==> src/rtl/adc_ctrl_pkg.sv <==
// Shared types for the ADC conversion arbiter.
//   state_t : arbiter FSM states (IDLE, CONV, GAP)
//   CH_W    : ADC channel-select width
package adc_ctrl_pkg;

   localparam int unsigned CH_W = 3;

   typedef enum logic [1:0] {
      IDLE = 2'd0,
      CONV = 2'd1,
      GAP  = 2'd2
   } state_t;

endpackage

==> src/rtl/adc_conv_arbiter_if.sv <==
// SAR ADC macro bus.
//   adc_soc    : start-of-conversion level (arbiter -> ADC)
//   adc_ch_sel : channel select             (arbiter -> ADC)
//   adc_eoc    : end-of-conversion level    (ADC -> arbiter)
//   adc_data   : conversion result, valid while adc_eoc high (ADC -> arbiter)
interface adc_conv_arbiter_if
   import adc_ctrl_pkg::*;
#(
   parameter int unsigned DW = 12
) ();

   logic            adc_soc;
   logic [CH_W-1:0] adc_ch_sel;
   logic            adc_eoc;
   logic [DW-1:0]   adc_data;

   modport master (
      output adc_soc,
      output adc_ch_sel,
      input  adc_eoc,
      input  adc_data
   );

   modport slave (
      input  adc_soc,
      input  adc_ch_sel,
      output adc_eoc,
      output adc_data
   );

endinterface

==> src/rtl/rr_arbiter.sv <==
// Combinational round-robin pick: first requester at or after ptr, wrapping.
//   req       : request vector
//   ptr       : highest-priority index
//   win_oh_c  : one-hot winner
//   win_idx_c : winner index
//   win_vld_c : at least one request present
module rr_arbiter #(
   parameter int unsigned NREQ = 4,
   parameter int unsigned PW   = 2
) (
   input  logic [NREQ-1:0] req,
   input  logic [PW-1:0]   ptr,
   output logic [NREQ-1:0] win_oh_c,
   output logic [PW-1:0]   win_idx_c,
   output logic            win_vld_c
);

   // Scan NREQ positions starting at ptr; the first hit wins.
   always_comb begin
      int unsigned idx;
      logic [PW-1:0] idx_p;
      win_oh_c  = '0;
      win_idx_c = '0;
      win_vld_c = 1'b0;
      idx       = 0;
      idx_p     = '0;
      for (int unsigned i = 0; i < NREQ; i++) begin
         idx   = (32'(ptr) + i) % NREQ;
         idx_p = PW'(idx);
         if (!win_vld_c && req[idx_p]) begin
            win_vld_c        = 1'b1;
            win_idx_c        = idx_p;
            win_oh_c[idx_p]  = 1'b1;
         end
      end
   end

endmodule

==> src/rtl/adc_conv_arbiter.sv <==
// Round-robin scheduler sharing one SAR ADC between NREQ requesters.
//   clk, rst_n  : clock, async active-low reset
//   en          : allow new grants (in-flight conversion always completes)
//   gap_cycles  : soc-low guard after eoc falls (gap_cycles+1 cycles)
//   timeout     : max CONV cycles waiting for eoc edge, 0 = no timeout
//   req, req_ch : per-requester request level and 3-bit channel
//   gnt/done/err: one-hot single-cycle pulses to the requester
//   result      : last captured conversion, held until next capture
//   busy        : high from grant until back in IDLE
//   adc         : ADC macro bus (master side)
module adc_conv_arbiter
   import adc_ctrl_pkg::*;
#(
   parameter int unsigned NREQ = 4,
   parameter int unsigned DW   = 12,
   parameter int unsigned TW   = 16
) (
   input  logic                 clk,
   input  logic                 rst_n,
   input  logic                 en,
   input  logic [7:0]           gap_cycles,
   input  logic [TW-1:0]        timeout,
   input  logic [NREQ-1:0]      req,
   input  logic [CH_W*NREQ-1:0] req_ch,
   output logic [NREQ-1:0]      gnt,
   output logic [NREQ-1:0]      done,
   output logic [NREQ-1:0]      err,
   output logic [DW-1:0]        result,
   output logic                 busy,
   adc_conv_arbiter_if.master   adc
);

   localparam int unsigned PW = (NREQ > 1) ? $clog2(NREQ) : 1;

   state_t          state;
   logic [PW-1:0]   ptr;
   logic [PW-1:0]   owner;
   logic [TW-1:0]   cnt;
   logic [7:0]      gap_cnt;
   logic            eoc_q;

   logic [NREQ-1:0] win_oh_c;
   logic [PW-1:0]   win_idx_c;
   logic            win_vld_c;
   logic [CH_W-1:0] win_ch_c;
   logic [NREQ-1:0] owner_oh_c;
   logic [TW-1:0]   cnt_inc_c;
   logic            eoc_rise_c;

   rr_arbiter #(
      .NREQ (NREQ),
      .PW   (PW)
   ) u_rr (
      .req       (req),
      .ptr       (ptr),
      .win_oh_c  (win_oh_c),
      .win_idx_c (win_idx_c),
      .win_vld_c (win_vld_c)
   );

   // Channel of the current winner.
   always_comb begin
      win_ch_c = '0;
      for (int unsigned i = 0; i < NREQ; i++) begin
         if (win_idx_c == PW'(i)) begin
            win_ch_c = req_ch[i*CH_W +: CH_W];
         end
      end
   end

   assign owner_oh_c = NREQ'(1) << owner;
   assign cnt_inc_c  = cnt + TW'(1);
   // eoc already high when CONV is entered is stale and never forms an edge.
   assign eoc_rise_c = adc.adc_eoc & ~eoc_q;

   // Arbiter FSM with registered outputs.
   always_ff @(posedge clk or negedge rst_n) begin
      if (!rst_n) begin
         state          <= IDLE;
         ptr            <= '0;
         owner          <= '0;
         cnt            <= '0;
         gap_cnt        <= '0;
         eoc_q          <= 1'b0;
         gnt            <= '0;
         done           <= '0;
         err            <= '0;
         result         <= '0;
         busy           <= 1'b0;
         adc.adc_soc    <= 1'b0;
         adc.adc_ch_sel <= '0;
      end else begin
         gnt   <= '0;
         done  <= '0;
         err   <= '0;
         eoc_q <= adc.adc_eoc;
         case (state)
            IDLE: begin
               if (en && win_vld_c) begin
                  gnt            <= win_oh_c;
                  adc.adc_ch_sel <= win_ch_c;
                  adc.adc_soc    <= 1'b1;
                  owner          <= win_idx_c;
                  ptr            <= (win_idx_c == PW'(NREQ - 1)) ? '0 : win_idx_c + PW'(1);
                  cnt            <= '0;
                  busy           <= 1'b1;
                  state          <= CONV;
               end
            end
            CONV: begin
               cnt <= cnt_inc_c;
               if (eoc_rise_c) begin
                  result      <= adc.adc_data;
                  done        <= owner_oh_c;
                  adc.adc_soc <= 1'b0;
                  gap_cnt     <= '0;
                  state       <= GAP;
               end else if ((timeout != '0) && (cnt_inc_c == timeout)) begin
                  err         <= owner_oh_c;
                  adc.adc_soc <= 1'b0;
                  gap_cnt     <= '0;
                  state       <= GAP;
               end
            end
            GAP: begin
               // Guard count only runs while eoc is low; restarts if eoc reasserts.
               if (adc.adc_eoc) begin
                  gap_cnt <= '0;
               end else if (gap_cnt == gap_cycles) begin
                  gap_cnt <= '0;
                  busy    <= 1'b0;
                  state   <= IDLE;
               end else begin
                  gap_cnt <= gap_cnt + 8'(1);
               end
            end
            default: begin
               state <= IDLE;
            end
         endcase
      end
   end

endmodule
==> src/flat_wrapper.sv <==
// flat-port wrapper written by rule: the top's interface ports become plain ports
module adc_conv_arbiter_flat import adc_ctrl_pkg::*;
#(
   parameter int unsigned NREQ = 4,
   parameter int unsigned DW   = 12,
   parameter int unsigned TW   = 16
)
  (clk, rst_n, en, gap_cycles, timeout, req, req_ch, gnt, done, err, result, busy, adc_adc_soc, adc_adc_ch_sel, adc_adc_eoc, adc_adc_data);
  adc_conv_arbiter_if #(.DW(DW)) adc_i ();
  input  logic clk;
  input  logic rst_n;
  input  logic en;
  input  logic [7:0] gap_cycles;
  input  logic [TW-1:0] timeout;
  input  logic [NREQ-1:0] req;
  input  logic [CH_W*NREQ-1:0] req_ch;
  output logic [NREQ-1:0] gnt;
  output logic [NREQ-1:0] done;
  output logic [NREQ-1:0] err;
  output logic [DW-1:0] result;
  output logic busy;
  output wire logic [$bits(adc_i.adc_soc)-1:0] adc_adc_soc;
  output wire logic [$bits(adc_i.adc_ch_sel)-1:0] adc_adc_ch_sel;
  input wire logic [$bits(adc_i.adc_eoc)-1:0] adc_adc_eoc;
  input wire logic [$bits(adc_i.adc_data)-1:0] adc_adc_data;
  assign adc_adc_soc = adc_i.adc_soc;
  assign adc_adc_ch_sel = adc_i.adc_ch_sel;
  assign adc_i.adc_eoc = adc_adc_eoc;
  assign adc_i.adc_data = adc_adc_data;
  adc_conv_arbiter #(.NREQ(NREQ), .DW(DW), .TW(TW)) u_core (.clk(clk), .rst_n(rst_n), .en(en), .gap_cycles(gap_cycles), .timeout(timeout), .req(req), .req_ch(req_ch), .gnt(gnt), .done(done), .err(err), .result(result), .busy(busy), .adc(adc_i));
endmodule
==> config.mk <==
export PLATFORM = sky130hd
export DESIGN_NAME = adc_conv_arbiter_flat
export DESIGN_NICKNAME = d
export VERILOG_FILES = /design/src/rtl/adc_ctrl_pkg.sv /design/src/rtl/adc_conv_arbiter_if.sv /design/src/rtl/rr_arbiter.sv /design/src/rtl/adc_conv_arbiter.sv /design/src/flat_wrapper.sv
export SDC_FILE = /design/constraint.sdc
export NUM_CORES = 1
export LEC_CHECK = 0
export ABC_AREA = 1
export BUFFER_PORTS_ARGS = -buffer_cell sky130_fd_sc_hd__buf_4
export CORE_ASPECT_RATIO = 0.5
export CORE_UTILIZATION = 55
export CTS_CLUSTER_DIAMETER = 120
export CTS_CLUSTER_SIZE = 12
export DETAILED_ROUTE_END_ITERATION = 7
export GPL_TIMING_DRIVEN = 1
export PLACE_DENSITY = 0.87
export SLEW_MARGIN = 20
export SYNTH_ARGS = -nofsm -noshare
export SYNTH_HDL_FRONTEND = slang
export SYNTH_HIERARCHICAL = 1
export SYNTH_SLANG_ARGS = --single-unit
==> constraint.sdc <==
create_clock -name clk -period 6.55 [get_ports clk]
set_clock_uncertainty 0.15 [all_clocks]
set_input_delay 1.6375 -clock clk [delete_from_list [all_inputs] [get_ports clk]]
set_output_delay 1.6375 -clock clk [all_outputs]
set_load 0.005 [all_outputs]
# [After elaboration in Yosys (flattened, before gate mapping)]
# Cells that the tools add are included.
[word_totals] regBits=60 in_bits=56 wordCells=129 output_inout_bits=29
[classes] magnitude_cmp=8 bitwise=5 shifts=1 add_sub_neg=6 muxes=60 n_reduce_logical=25 eq_ne=11
[op_table] cell="4-bit two-way mux" count=11
[op_table] cell="8-bit two-way mux" count=4
[op_table] cell="16-bit one-hot mux with 2 select lines" count=1
[op_table] cell="2-bit two-way mux" count=10
[op_table] cell="1-bit two-way mux" count=17
[op_table] cell="16-bit by 1-bit adder with 16-bit output, second input constant" count=1
[op_table] cell="16-bit == test" count=1
[op_table] cell="16-bit two-way mux" count=1
[op_table] cell="8-bit one-hot mux with 2 select lines" count=1
[op_table] cell="16-bit nonzero test" count=1
[op_table] cell="2-bit by 3-bit < comparator with 1-bit output, second input constant" count=4
[op_table] cell="3-bit two-way mux" count=4
[op_table] cell="4-bit bitwise OR" count=3
[op_table] cell="1-bit logical AND" count=9
[op_table] cell="8-bit by 1-bit adder with 8-bit output, second input constant" count=1
[op_table] cell="1-bit binary-select mux with 2-bit select" count=4
[op_table] cell="1-bit demux with 2-bit select" count=4
[op_table] cell="8-bit == test" count=1
[op_table] cell="2-bit by 1-bit >= comparator with 1-bit output, second input constant" count=4
[op_table] cell="2-bit AND reduction" count=4
[op_table] cell="4-bit AND reduction" count=2
[op_table] cell="2-bit == test, second input constant" count=3
[op_table] cell="2-bit one-hot mux with 3 select lines" count=1
[op_table] cell="2-bit nonzero test" count=3
[op_table] cell="other kinds (13)" count=21

# [Depth between registers and ports, before layout]
[logic_depth] depth_word=17 mapped_depth=17 depth_no_buf=16

# [Hierarchy]
# The synthesis kept the hierarchy.
[modules_own_cells] module="adc_conv_arbiter" cells_each=441 instances=1 seq_area_each_um2=1501.4 area_per_inst_um2=3454.6
[modules_own_cells] module="rr_arbiter" cells_each=74 instances=1 seq_area_each_um2=0.0 area_per_inst_um2=440.4

# [Worst setup path before layout]
# OpenSTA, ideal clock, no wires.
[synth_timing] kind="input to register" startpoint="input port req[3]" endpoint="register u_core.cnt[11]" arrival_time_ns=3.104 setup_slack_ns=3.155 path_stages=13 setup_ns=0.141 required_time_ns=6.259 n_path_buf=2 path_cell_list="inv_1 nand2_1 nand3_4 nand2_4 nor2_4 buf_6 nand4_1 nand2_1 nor2_1 inv_1 nand2_1 clkbuf_1 o22ai_1"
[synth_between] elab_chain_cells=15 elab_cells_between_ends=21 classes_between="eq/ne: 1; mux: 12; reduce/logical: 8"
[synth_rtl] item="start: declaration" line="flat_wrapper.sv:15" source="input logic [NREQ-1:0] req;"
[synth_rtl] item="1-bit binary-select mux with 2-bit select" line="rr_arbiter.sv:30" source="if (!win_vld_c && req[idx_p]) begin"
[synth_rtl] item="1-bit two-way mux (not written as such)" line="rr_arbiter.sv:30"
[synth_rtl] item="1-bit two-way mux" line="rr_arbiter.sv:30"
[synth_rtl] item="1-bit zero test" line="rr_arbiter.sv:30"
[synth_rtl] item="1-bit logical AND" line="rr_arbiter.sv:30"
[synth_rtl] item="1-bit two-way mux" line="rr_arbiter.sv:30"
[synth_rtl] item="1-bit zero test" line="rr_arbiter.sv:30"
[synth_rtl] item="1-bit logical AND" line="rr_arbiter.sv:30"
[synth_rtl] item="1-bit two-way mux" line="rr_arbiter.sv:30"
[synth_rtl] item="1-bit zero test" line="rr_arbiter.sv:30"
[synth_rtl] item="1-bit logical AND" line="rr_arbiter.sv:30"
[synth_rtl] item="1-bit two-way mux (*)" line="rr_arbiter.sv:30"
[synth_rtl] item="via u_core.win_vld_c" line="adc_conv_arbiter.sv:44" source="logic win_vld_c;"
[synth_rtl] item="1-bit logical AND (*)" line="adc_conv_arbiter.sv:99" source="if (en && win_vld_c) begin"
[synth_rtl] item="2-bit by 1-bit inequality test with 1-bit output (no source line) (*)"
[synth_rtl] item="2-bit AND reduction (no source line) (*)"
[synth_rtl] item="end signal: assignment" line="adc_conv_arbiter.sv:111" source="cnt <= cnt_inc_c;"
[synth_rtl] item="end: declaration" line="adc_conv_arbiter.sv:38" source="logic [TW-1:0] cnt;"
# The timed path passes the listed nets; every way through them passes the cells marked *. The select of a mux whose other input is x is not followed.
# A chain may end at the register's enable or synchronous reset.

# [Worst setup path in the final report]
[layout_timing] startpoint="input port req[3]" endpoint="register u_core.cnt[12]"
# Same word-level chain as after synthesis.

==> results.json <==
{
  "cts.sinks": 60,
  "synth-edff-count": 0,
  "clockBufferDepth": 2,
  "synth_cell_types": 30,
  "cts_buffers": 9,
  "synthAdderAreaFrac_pct": 3.53,
  "synth.yosys.seq_area_share_pct": 38.5,
  "cp_max_fo": 15,
  "maxCapViolations": 0,
  "synth-async-reset-ratio_pct": 100,
  "drtPass1Iterations": 6,
  "report.final.slew_viol_count": 0,
  "die_x_um": 121,
  "grt_pass1_wl_um": 16300,
  "synth_cells": 515,
  "required_ps": 6640,
  "synth_top_cell_by_area": "dfrtp_1",
  "drt_iter0_markers": 504,
  "gp_congestion": 0.940,
  "status": "complete, no violations",
  "hold_viol": 0,
  "stdcell_count": 701,
  "boundaryPins": 85,
  "core_area_um2": 6750,
  "dp_cells": 685,
  "yosys.area.top_type_share_pct": 38.5,
  "tns_ps": 0,
  "io_buffer_count": 84,
  "final_nets": 671,
  "ir_drop_mv": 0.281,
  "muxShareOfSynthArea_pct": 3.47,
  "worst-path-buf-inv": 3,
  "dp.final_hpwl_um": 6900,
  "crit_cells": 12,
  "hold_buffers": 0,
  "layout_min_cycle_time_ps": 3660,
  "antenna_cells": 0,
  "wl_um": 9990,
  "placed_area_um2": 4610,
  "maxSlewHeadroom_pct": 34.2,
  "synth_compound_area_share_pct": 6.62,
  "grt_pass1_vias": 3596,
  "start_util_pct": 57.7,
  "syn-cell-area_um2": 3890,
  "drc": 0,
  "tightest_slew_ps": 984,
  "synth_fp_nets": 582,
  "synth_area_per_cell_um2": 7.56,
  "grt_setup_unrepaired": "false",
  "yosysWarnings": 6,
  "insertion_delay_ps": 330,
  "fp-row-count": 21,
  "gr-total-overflow": 0,
  "cts_max_level": 3,
  "postCtsSetupRepairBufs": 0,
  "wire_per_inst_um": 14.2,
  "grt_max_degree": 61,
  "cts_tree": "done",
  "die_area_um2": 7440,
  "min_path_type": "register to register",
  "critPathLaunchType": "input pin",
  "routed_via_density": 5.52,
  "antenna_found_initial": 0,
  "holdPathStages": 1,
  "synth_seq_cells": 60,
  "synth.area.top_cells": "dfrtp_1, nand2_1, nand3_1, inv_1, nand4_1",
  "die_y_um": 61.5,
  "track_usage_pct": 28.7,
  "area_growth_pct": 27.0,
  "crit_top_cell": "nand2_1",
  "fmax_ghz": 0.273,
  "nFillCells": 494,
  "slowest_stage": "nand2_1",
  "synth_top_family_by_area": "simple AND/OR/NAND/NOR gates",
  "crit_arrival_ps": 3750,
  "synth_flop_cell": "dfrtp_1",
  "crit_family": "simple AND/OR/NAND/NOR gates",
  "cts_root_buf": "clkbuf_16",
  "cts.repair.resized": 0,
  "synth_xor_area_share_pct": 3.60,
  "ant_nets": 0,
  "path_cells": "buf_4 -> inv_1 -> nand2_1 -> nand3_4 -> nand2_4 -> nor2_4 -> nand4_1 -> nand2_1 -> nor2_1 -> inv_1 -> nand2_1 -> o22ai_1",
  "cpPeakStageDelay_ps": 450,
  "routed-via-count": 3870,
  "clk_pin_slew_ps": 50,
  "setup.worst_path.class": "input pin to register",
  "layout-drive-gt1-share_pct": 24.0,
  "synthSimpleGateAreaFrac_pct": 36.8,
  "p_leak_nw": 2.51,
  "cp-end-kind": "register",
  "min_period_over_period_pct": 55.9,
  "setup_violations": 0,
  "final_area_um2": 4950,
  "p_per_area_nw_per_um2": 394,
  "rr_worst_depth": 12
}
==> metrics by stage <==
| stage | utilization (%) | total power, mW | hold slack [ps] | setup WS, ps |
|---|---|---|---|---|
| after detailed placement | 68.3 | 1.40 | 348 | 2590 |
| final | 73.3 | 1.95 | 358 | 2890 |
| after global placement | 68.3 | 1.38 | 329 | 2660 |
| after floorplan | - | 1.14 | 323 | 3160 |
| after global routing | 73.3 | 2.09 | 373 | 2630 |
| after CTS | 73.3 | 1.95 | 360 | 2950 |
==> worst paths after layout <==
path                       slack [ps]                          from                       endpoint
min in group asynchronous        1220                         rst_n     u_core/cnt[15]$_DFFE_PN0P_
hold / removal                    360  u_core/result[8]$_DFFE_PN0P_   u_core/result[8]$_DFFE_PN0P_
hold reg to reg                   360  u_core/result[8]$_DFFE_PN0P_   u_core/result[8]$_DFFE_PN0P_
max in group asynchronous        4520                         rst_n  u_core/result[11]$_DFFE_PN0P_
setup reg to reg                 3250     u_core/ptr[0]$_DFFE_PN0P_     u_core/cnt[12]$_DFFE_PN0P_
setup / recovery                 2890                        req[3]     u_core/cnt[12]$_DFFE_PN0P_
==> Yosys cell counts (2+ instances only) <==
cell type and instances:
nand2_2 14, nor2_4 7, nor2_1 37, nand3b_1 3, nand3_1 63, xor2_1 7, nand2_1 129, ha_1 11
clkbuf_1 5, inv_2 3, nor3_1 8, o21ai_0 11, nand3_4 2, inv_1 66, xnor2_1 9, nand4_1 27
dfrtp_1 60, o211ai_1 3, mux2_2 12, nor2_2 3, a21oi_1 14, o22ai_1 10, a21boi_0 4
==> cell type report <==
| type | count | area, um2 | share of cell area [%] |
|---|---|---|---|
| Multi-Input combinational cell | 380 | 2100 | 42.5 |
| Sequential cell | 60 | 1500 | 30.3 |
| Timing Repair Buffer | 84 | 631 | 12.7 |
| Clock buffer | 12 | 267 | 5.39 |
| Inverter | 69 | 259 | 5.24 |
| Tap cell | 92 | 115 | 2.33 |
| Clock inverter | 4 | 70.1 | 1.42 |
==> metal layers <==
layer / vias to the layer above / routed length (um) / track usage, %
met4: 0 / 221 / 10.1
met3: 22 / 595 / 8.80
met5: - / 0 / 0
li1: 1878 / - / -
met2: 132 / 4950 / 50.7
met1: 1838 / 4230 / 34.4
==> cell usage in the layout (no fill, tap or decap), types with 4 or more instances in the layout <==
| cell | instances |
|---|---|
| a21boi_0 | 4 |
| a21oi_1 | 14 |
| nand2_1 | 129 |
| nor2_1 | 37 |
| nand4_1 | 27 |
| o22ai_1 | 10 |
| nand3_1 | 63 |
| clkbuf_16 | 9 |
| xor2_1 | 7 |
| xnor2_1 | 9 |
| inv_1 | 66 |
| nand2_2 | 14 |
| mux2_2 | 12 |
| ha_1 | 11 |
| nor3_1 | 8 |
| nor2_4 | 7 |
| buf_4 | 84 |
| dfrtp_1 | 60 |
| o21ai_0 | 11 |
==> power by group <==
group / switching, mW / leakage [nW] / internal, mW / total [mW]
registers: 0.0860 / 0.784 / 0.467 / 0.553
clock network: 0.168 / 0.169 / 0.363 / 0.531
logic: 0.522 / 1.55 / 0.342 / 0.864
total: 0.776 / 2.51 / 1.17 / 1.95
==> flip-flops by register name, indices dropped and copies added (netlist names) <==
| name | cells |
|---|---|
| u_core/adc.adc_soc | 1 |
| u_core/gap_cnt | 8 |
| u_core/err | 4 |
| u_core/ptr | 2 |
| u_core/owner | 2 |
| u_core/cnt | 16 |
| u_core/busy | 1 |
| u_core/result | 12 |
| u_core/adc.adc_ch_sel | 3 |
| u_core/eoc_q | 1 |
| u_core/done | 4 |
| u_core/gnt | 4 |
| u_core/state | 2 |
==> cell families (layout without fill, tap and decap cells) <==
group	Yosys count	after routing
adders and majority gates	11	11
xor gates and xnor gates	16	16
AOI/OAI and AO/OA	44	44
DFF	60	60
buffers and inverters	75	169
and+or+nand+nor	297	297
muxes	12	12
Note: power is estimated with default switching activity, not from simulation.
